[config.mk]
export PLATFORM = sky130hd
export DESIGN_NAME = dcache_controller
export DESIGN_NICKNAME = d
export VERILOG_FILES = /design/src/rtl/cache_pkg.sv /design/src/rtl/dcache_sram.sv /design/src/rtl/dcache_controller.sv
export SDC_FILE = /design/constraint.sdc
export NUM_CORES = 2
export LEC_CHECK = 0
export BUFFER_PORTS_ARGS = -buffer_cell sky130_fd_sc_hd__buf_2
export CAP_MARGIN = 20
export CORE_ASPECT_RATIO = 1.5
export CORE_UTILIZATION = 38
export CTS_CLUSTER_DIAMETER = 30
export CTS_CLUSTER_SIZE = 24
export DETAILED_ROUTE_END_ITERATION = 6
export PLACE_DENSITY = 0.58
export SYNTH_ARGS = -nofsm -noshare
export SYNTH_HDL_FRONTEND = slang
export SYNTH_MEMORY_MAX_BITS = 65536
export SYNTH_SLANG_ARGS = --single-unit
[constraint.sdc]
create_clock -name clk_i -period 27.3 [get_ports clk_i]
set_input_delay 1.365 -clock clk_i [delete_from_list [all_inputs] [get_ports clk_i]]
set_output_delay 1.365 -clock clk_i [all_outputs]
set_load 0.01 [all_outputs]
[src/rtl/cache_pkg.sv]
// rtl/cache_pkg.sv - shared types and geometry for the L1 data cache
package cache_pkg;

  localparam int ADDR_W         = 32;
  localparam int NUM_LINES      = 16;
  localparam int LINE_W         = 256;
  localparam int OFFSET_W       = 5;
  localparam int INDEX_W        = $clog2(NUM_LINES);
  localparam int TAG_W          = ADDR_W - INDEX_W - OFFSET_W;
  localparam int WORDS_PER_LINE = LINE_W / 32;

  typedef enum logic [1:0] {
    IDLE        = 2'd0,
    WRITEBACK   = 2'd1,
    ALLOCATE    = 2'd2,
    REFILL_DONE = 2'd3
  } cache_state_t;

endpackage

[src/rtl/dcache_sram.sv]
// rtl/dcache_sram.sv - tag/valid/dirty/data arrays, combinational read, synchronous write
module dcache_sram #(
  parameter int NUM_LINES = 16,
  parameter int LINE_W    = 256,
  parameter int INDEX_W   = 4,
  parameter int TAG_W     = 23
) (
  input  logic               clk_i,
  input  logic               rst_i,
  input  logic [INDEX_W-1:0] rd_index_i,
  output logic               rd_valid_o,
  output logic               rd_dirty_o,
  output logic [TAG_W-1:0]   rd_tag_o,
  output logic [LINE_W-1:0]  rd_line_o,
  input  logic               wr_en_i,
  input  logic [INDEX_W-1:0] wr_index_i,
  input  logic [TAG_W-1:0]   wr_tag_i,
  input  logic [LINE_W-1:0]  wr_line_i,
  input  logic               wr_dirty_i
);

  logic [NUM_LINES-1:0] valid_q;
  logic [NUM_LINES-1:0] dirty_q;
  logic [TAG_W-1:0]     tag_q  [NUM_LINES];
  logic [LINE_W-1:0]    data_q [NUM_LINES];

  always_ff @(posedge clk_i or posedge rst_i) begin
    if (rst_i) begin
      valid_q <= '0;
      dirty_q <= '0;
    end else if (wr_en_i) begin
      valid_q[wr_index_i] <= 1'b1;
      dirty_q[wr_index_i] <= wr_dirty_i;
    end
  end

  // Tag and data storage is deliberately left unreset; valid gates its use.
  always_ff @(posedge clk_i) begin
    if (wr_en_i) begin
      tag_q[wr_index_i]  <= wr_tag_i;
      data_q[wr_index_i] <= wr_line_i;
    end
  end

  assign rd_valid_o = valid_q[rd_index_i];
  assign rd_dirty_o = dirty_q[rd_index_i];
  assign rd_tag_o   = tag_q[rd_index_i];
  assign rd_line_o  = data_q[rd_index_i];

endmodule

[src/rtl/dcache_controller.sv]
// rtl/dcache_controller.sv - direct-mapped write-back write-allocate L1 D-cache controller
module dcache_controller
  import cache_pkg::*;
#(
  parameter int NUM_LINES = 16,
  parameter int LINE_W    = 256,
  parameter int ADDR_W    = 32
) (
  input  logic              clk_i,
  input  logic              rst_i,
  input  logic [ADDR_W-1:0] cpu_addr_i,
  input  logic [31:0]       cpu_data_i,
  input  logic              cpu_MemRead_i,
  input  logic              cpu_MemWrite_i,
  output logic [31:0]       cpu_data_o,
  output logic              cpu_stall_o,
  output logic [ADDR_W-1:0] mem_addr_o,
  output logic [LINE_W-1:0] mem_data_o,
  output logic              mem_enable_o,
  output logic              mem_write_o,
  input  logic [LINE_W-1:0] mem_data_i,
  input  logic              mem_ack_i
);

  localparam int IDX_W = $clog2(NUM_LINES);
  localparam int TG_W  = ADDR_W - IDX_W - OFFSET_W;
  localparam int WPL   = LINE_W / 32;
  localparam int WSEL_W = $clog2(WPL);

  cache_state_t state_q, state_d;

  logic [TG_W-1:0]   req_tag;
  logic [IDX_W-1:0]  req_index;
  logic [WSEL_W-1:0] req_word;
  logic              req, hit;

  logic              rd_valid, rd_dirty;
  logic [TG_W-1:0]   rd_tag;
  logic [LINE_W-1:0] rd_line;
  logic [WPL-1:0][31:0] rd_words, merged_words;

  logic              wr_en, wr_dirty;
  logic [LINE_W-1:0] wr_line;

  logic unused_addr_lsbs;
  assign unused_addr_lsbs = ^cpu_addr_i[1:0];

  assign req_tag   = cpu_addr_i[ADDR_W-1 -: TG_W];
  assign req_index = cpu_addr_i[OFFSET_W +: IDX_W];
  assign req_word  = cpu_addr_i[OFFSET_W-1:2];
  assign req       = cpu_MemRead_i | cpu_MemWrite_i;
  assign hit       = rd_valid & (rd_tag == req_tag);

  assign rd_words = rd_line;

  always_comb begin
    merged_words           = rd_words;
    merged_words[req_word] = cpu_data_i;
  end

  dcache_sram #(
    .NUM_LINES (NUM_LINES),
    .LINE_W    (LINE_W),
    .INDEX_W   (IDX_W),
    .TAG_W     (TG_W)
  ) u_sram (
    .clk_i      (clk_i),
    .rst_i      (rst_i),
    .rd_index_i (req_index),
    .rd_valid_o (rd_valid),
    .rd_dirty_o (rd_dirty),
    .rd_tag_o   (rd_tag),
    .rd_line_o  (rd_line),
    .wr_en_i    (wr_en),
    .wr_index_i (req_index),
    .wr_tag_i   (req_tag),
    .wr_line_i  (wr_line),
    .wr_dirty_i (wr_dirty)
  );

  always_ff @(posedge clk_i or posedge rst_i) begin
    if (rst_i) state_q <= IDLE;
    else       state_q <= state_d;
  end

  always_comb begin
    state_d      = state_q;
    cpu_data_o   = '0;
    cpu_stall_o  = 1'b0;
    mem_addr_o   = '0;
    mem_data_o   = '0;
    mem_enable_o = 1'b0;
    mem_write_o  = 1'b0;
    wr_en        = 1'b0;
    wr_dirty     = 1'b1;
    wr_line      = merged_words;

    case (state_q)
      IDLE: begin
        if (req) begin
          if (hit) begin
            cpu_data_o = rd_words[req_word];
            wr_en      = cpu_MemWrite_i;
          end else begin
            cpu_stall_o = 1'b1;
            state_d     = (rd_valid & rd_dirty) ? WRITEBACK : ALLOCATE;
          end
        end
      end
      WRITEBACK: begin
        cpu_stall_o  = 1'b1;
        mem_enable_o = 1'b1;
        mem_write_o  = 1'b1;
        mem_addr_o   = {rd_tag, req_index, {OFFSET_W{1'b0}}};
        mem_data_o   = rd_line;
        if (mem_ack_i) state_d = ALLOCATE;
      end
      ALLOCATE: begin
        cpu_stall_o  = 1'b1;
        mem_enable_o = 1'b1;
        mem_addr_o   = {req_tag, req_index, {OFFSET_W{1'b0}}};
        if (mem_ack_i) begin
          wr_en    = 1'b1;
          wr_dirty = 1'b0;
          wr_line  = mem_data_i;
          state_d  = REFILL_DONE;
        end
      end
      REFILL_DONE: begin
        cpu_stall_o = 1'b1;
        state_d     = IDLE;
      end
      default: state_d = IDLE;
    endcase

    // Reset also silences the request-driven outputs while the CPU still holds a request.
    if (rst_i) begin
      cpu_data_o   = '0;
      cpu_stall_o  = 1'b0;
      mem_addr_o   = '0;
      mem_data_o   = '0;
      mem_enable_o = 1'b0;
      mem_write_o  = 1'b0;
      wr_en        = 1'b0;
    end
  end

endmodule

==> flow_metrics.env <==
export IMPL_setup_tns_ns=0
export IMPL_status="finished, violations left"
export IMPL_p_seq_frac=0.433
export IMPL_placementRows=308
export IMPL_cts_tree="done"
export IMPL_crit_path_max_incr_delay_ns=1.03
export IMPL_die_h_um=842
export IMPL_use_met3=0.0836
export IMPL_p_sw_frac=0.257
export IMPL_p_int_mw=14.2
export IMPL_firstDrtPassIters=7
export IMPL_cts_resized=0
export IMPL_place_gp_congestion=0.851
export IMPL_drc=1
export IMPL_syn_inst=8232
export IMPL_irDropWorstVdd_mv=0.0703
export IMPL_insertion_delay_ns=1.15
export IMPL_p_leak_nw=71.1
export IMPL_crit_path_frequent_cell="buf_4"
export IMPL_num_vias=99500
export IMPL_layout_setup_ws_ns=16.33
export IMPL_cts_max_level=6
export IMPL_cp_slowest_cell="o22ai_1"
export IMPL_worst_pin_slew_ns=1.36
export IMPL_yosysTopAreaCell="edfxtp_1"
export IMPL_ant_nets=0
export IMPL_synth_async_reset_ratio=0.00756
export IMPL_slew_violations=0
export IMPL_fin_crit_sh=0.402
export IMPL_hold_path_depth=1
export IMPL_use_met2=0.394
export IMPL_period_needed_ns=10.97
export IMPL_wl_mm=624
export IMPL_utilization=0.458
export IMPL_grt_overflow_total=0
export IMPL_crit_chain="buf_12, buf_12, buf_4, buf_4, buf_4, buf_4, mux4_2, mux4_2, o22ai_1, or4_1, nor2_1, buf_2"
export IMPL_fillerInstances=39300
export IMPL_clk_pin_slew_ns=0.04
export IMPL_die_area_um2=473000
export IMPL_io_buffers=640
export IMPL_initial_core_util=0.382
export IMPL_reg2reg_slack_ns=19.11
export IMPL_synth_top_area_frac=0.750
export IMPL_worstSetupStartpointType="primary input"
export IMPL_path_class="primary input to output pin"
export IMPL_drive_above_1_share=0.364
export IMPL_finalSetupViolCount=0
export IMPL_synth_most_common_cell="edfxtp_1"
export IMPL_hold_class="flip-flop to flip-flop"
export IMPL_multiInputGateArea_um2=41700
export IMPL_finalHoldViolCount=0
export IMPL_rr_worst_depth=14
export IMPL_clockBufferDepth=4
export IMPL_critPathCaptureType="output pin"
export IMPL_synth_cell_types=74
export IMPL_synth_seq_cells=4498
export IMPL_cts_root_buffer="clkbuf_16"
export IMPL_synthFlopType="edfxtp_1"
export IMPL_top_usage_layer="met2"
export IMPL_synth_edf_count=4464
export IMPL_cts_buffers=652
export IMPL_critical_path_top_delay_family="buffers and inverters"
export IMPL_cts_sinks=4498
export IMPL_crit_buf_inv=7
export IMPL_grt_setup_unrepaired="no"
export IMPL_clkPwrFrac=0.455
export IMPL_syn_to_final_growth_pct=20.1
export IMPL_design_area_um2=215000
export IMPL_placed_cell_area_um2=191000
export IMPL_die_w_um=562
export IMPL_synth_area_top_cells="edfxtp_1 (75%), mux4_2 (17%), mux2i_1 (1.3%)"
export IMPL_fin_nets=9820
export IMPL_yosys_warnings=0
export IMPL_maxCapViolations=0
export IMPL_grt_max_degree=131
export IMPL_grt_pass1_vias=97300
export IMPL_p_total_mw=19.1
export IMPL_relSlewSlack=0.0943
export IMPL_seqCellArea_um2=135000
export IMPL_ios=648
export IMPL_via_per_inst=6.08
export IMPL_place_ws_ns=16.28
export IMPL_dpl_hpwl_mm=380
export IMPL_cp_required_ns=25.93
export IMPL_use_met1=0.346
export IMPL_netlist_top_cells_count="edfxtp_1 (4464), mux4_2 (1351), nand2_1 (411), clkbuf_1 (305), and2_1 (262)"
export IMPL_arrival_ns=9.61
export IMPL_critPathMaxFanout=107
export IMPL_avgRoutedWirePerCell_um=38.1
export IMPL_synth_area_um2=179000
export IMPL_antenna_found_initial=151
export IMPL_ys_seq_area_frac=0.754
export IMPL_path_depth=12
export IMPL_grt_pass1_wl_mm=836
export IMPL_drt_iter0_markers=15800
export IMPL_postCtsSetupBuffers=0
export IMPL_pwr_share_comb=0.112
export IMPL_syn_area_per_cell_um2=21.7
export IMPL_track_usage=0.259
export IMPL_switchingPower_mw=4.91
export IMPL_cts_hold_buffers=0
export IMPL_core_region_area_um2=469000
export IMPL_violations="design-rule violations"
export IMPL_skew_ns=0.124
export IMPL_power_density_nw_per_um2=89.0
export IMPL_max_clock_freq_ghz=0.0911
[cells by family after synthesis]
| family | share of synthesized area |
|---|---|
| AOI/OAI and AO/OA | 0.0192 |
| xor gates and xnor gates | 0.000881 |
| adders and majority gates | 0.000280 |
| buffers and inverters | 0.0139 |
| DFF | 0.754 |
| muxes | 0.185 |
| other | 0.0000210 |
| and+or+nand+nor | 0.0261 |
[through the flow]
step | cells | hold WS (ns)
after floorplan | 8236 | 0.436
after global placement | 14900 | 0.452
after detailed placement | 15000 | 0.456
after CTS | 16200 | 0.449
after global routing | 16300 | 0.484
final | 16400 | 0.473
[layout make-up]
cell class / instances / area share
tap: 6200 / 0.0361
inverter: 33 / 0.000612
clock inverter: 496 / 0.0282
antenna: 125 / 0.00146
timing repair buffer: 1131 / 0.0334
sequential: 4498 / 0.628
clock buffer: 718 / 0.0781
multi-input combinational: 3175 / 0.194
[cell usage in the layout (no fill, tap or decap), types with 6 or more instances in the layout]
| cell type | netlist | final |
|---|---|---|
| edfxtp_1 | 4464 | 4464 |
| o22ai_1 | 145 | 140 |
| a211oi_1 | 6 | 6 |
| nand2_1 | 411 | 408 |
| xnor2_1 | 14 | 14 |
| nor3_1 | 15 | 14 |
| clkbuf_4 | 0 | 23 |
| mux2_2 | 24 | 24 |
| or4_1 | 32 | 32 |
| inv_6 | 0 | 78 |
| diode_2 | 0 | 125 |
| buf_2 | 153 | 674 |
| clkinv_2 | 0 | 76 |
| clkinvlp_4 | 0 | 66 |
| nor2_4 | 0 | 16 |
| buf_12 | 0 | 23 |
| a22oi_1 | 33 | 33 |
| clkbuf_16 | 0 | 662 |
| inv_1 | 32 | 32 |
| inv_16 | 0 | 12 |
| o21bai_2 | 13 | 13 |
| buf_4 | 37 | 405 |
| mux4_2 | 1351 | 1351 |
| o21ai_0 | 183 | 174 |
| and2_1 | 262 | 260 |
| a21oi_1 | 28 | 28 |
| clkinv_4 | 0 | 59 |
| a31oi_1 | 102 | 101 |
| dfrtp_1 | 34 | 34 |
| mux2i_1 | 241 | 241 |
| nor2b_1 | 7 | 6 |
| inv_8 | 0 | 24 |
| nand3_1 | 16 | 15 |
| bufinv_16 | 0 | 87 |
| clkinv_1 | 0 | 67 |
| clkinv_8 | 0 | 15 |
| nor2_1 | 194 | 178 |
| o21ai_1 | 0 | 9 |
| clkinv_16 | 0 | 12 |
| clkbuf_1 | 305 | 56 |
[power by group through the flow]
stage	combinational [mW]	clock (mW)	sequential, mW
detailed placement	2.03	0	8.43
floorplan	1.00	0	8.46
finish	2.14	8.69	8.28
global placement	1.91	0	8.44
CTS	2.03	8.75	8.29
global route	2.22	9.03	8.28
[final timing paths]
| kind | from | endpoint |
|---|---|---|
| worst max-delay path | cpu_addr_i[5] | cpu_data_o[4] |
| worst min-delay path | u_sram.valid_q[14] | u_sram.valid_q[14] |
| worst max register to register | u_sram.tag_q[15][16] | u_sram.data_q[4][106] |
| worst min register to register | u_sram.valid_q[14] | u_sram.valid_q[14] |
| max in group asynchronous | rst_i | u_sram.dirty_q[14] |
| min in group asynchronous | rst_i | state_q[1] |
[layer usage]
metal / routed length, um / share of wire
met1: 229000 / 0.37
met2: 286000 / 0.46
met3: 83400 / 0.13
met4: 24500 / 0.039
met5: 351 / 0.00056
[sequential cells by signal (all words and copies together), names as in the netlist]
signal	count
state_q	2
u_sram.data_q	4096
u_sram.dirty_q	16
u_sram.tag_q	368
u_sram.valid_q	16
Power figures use the tool's default switching activity.
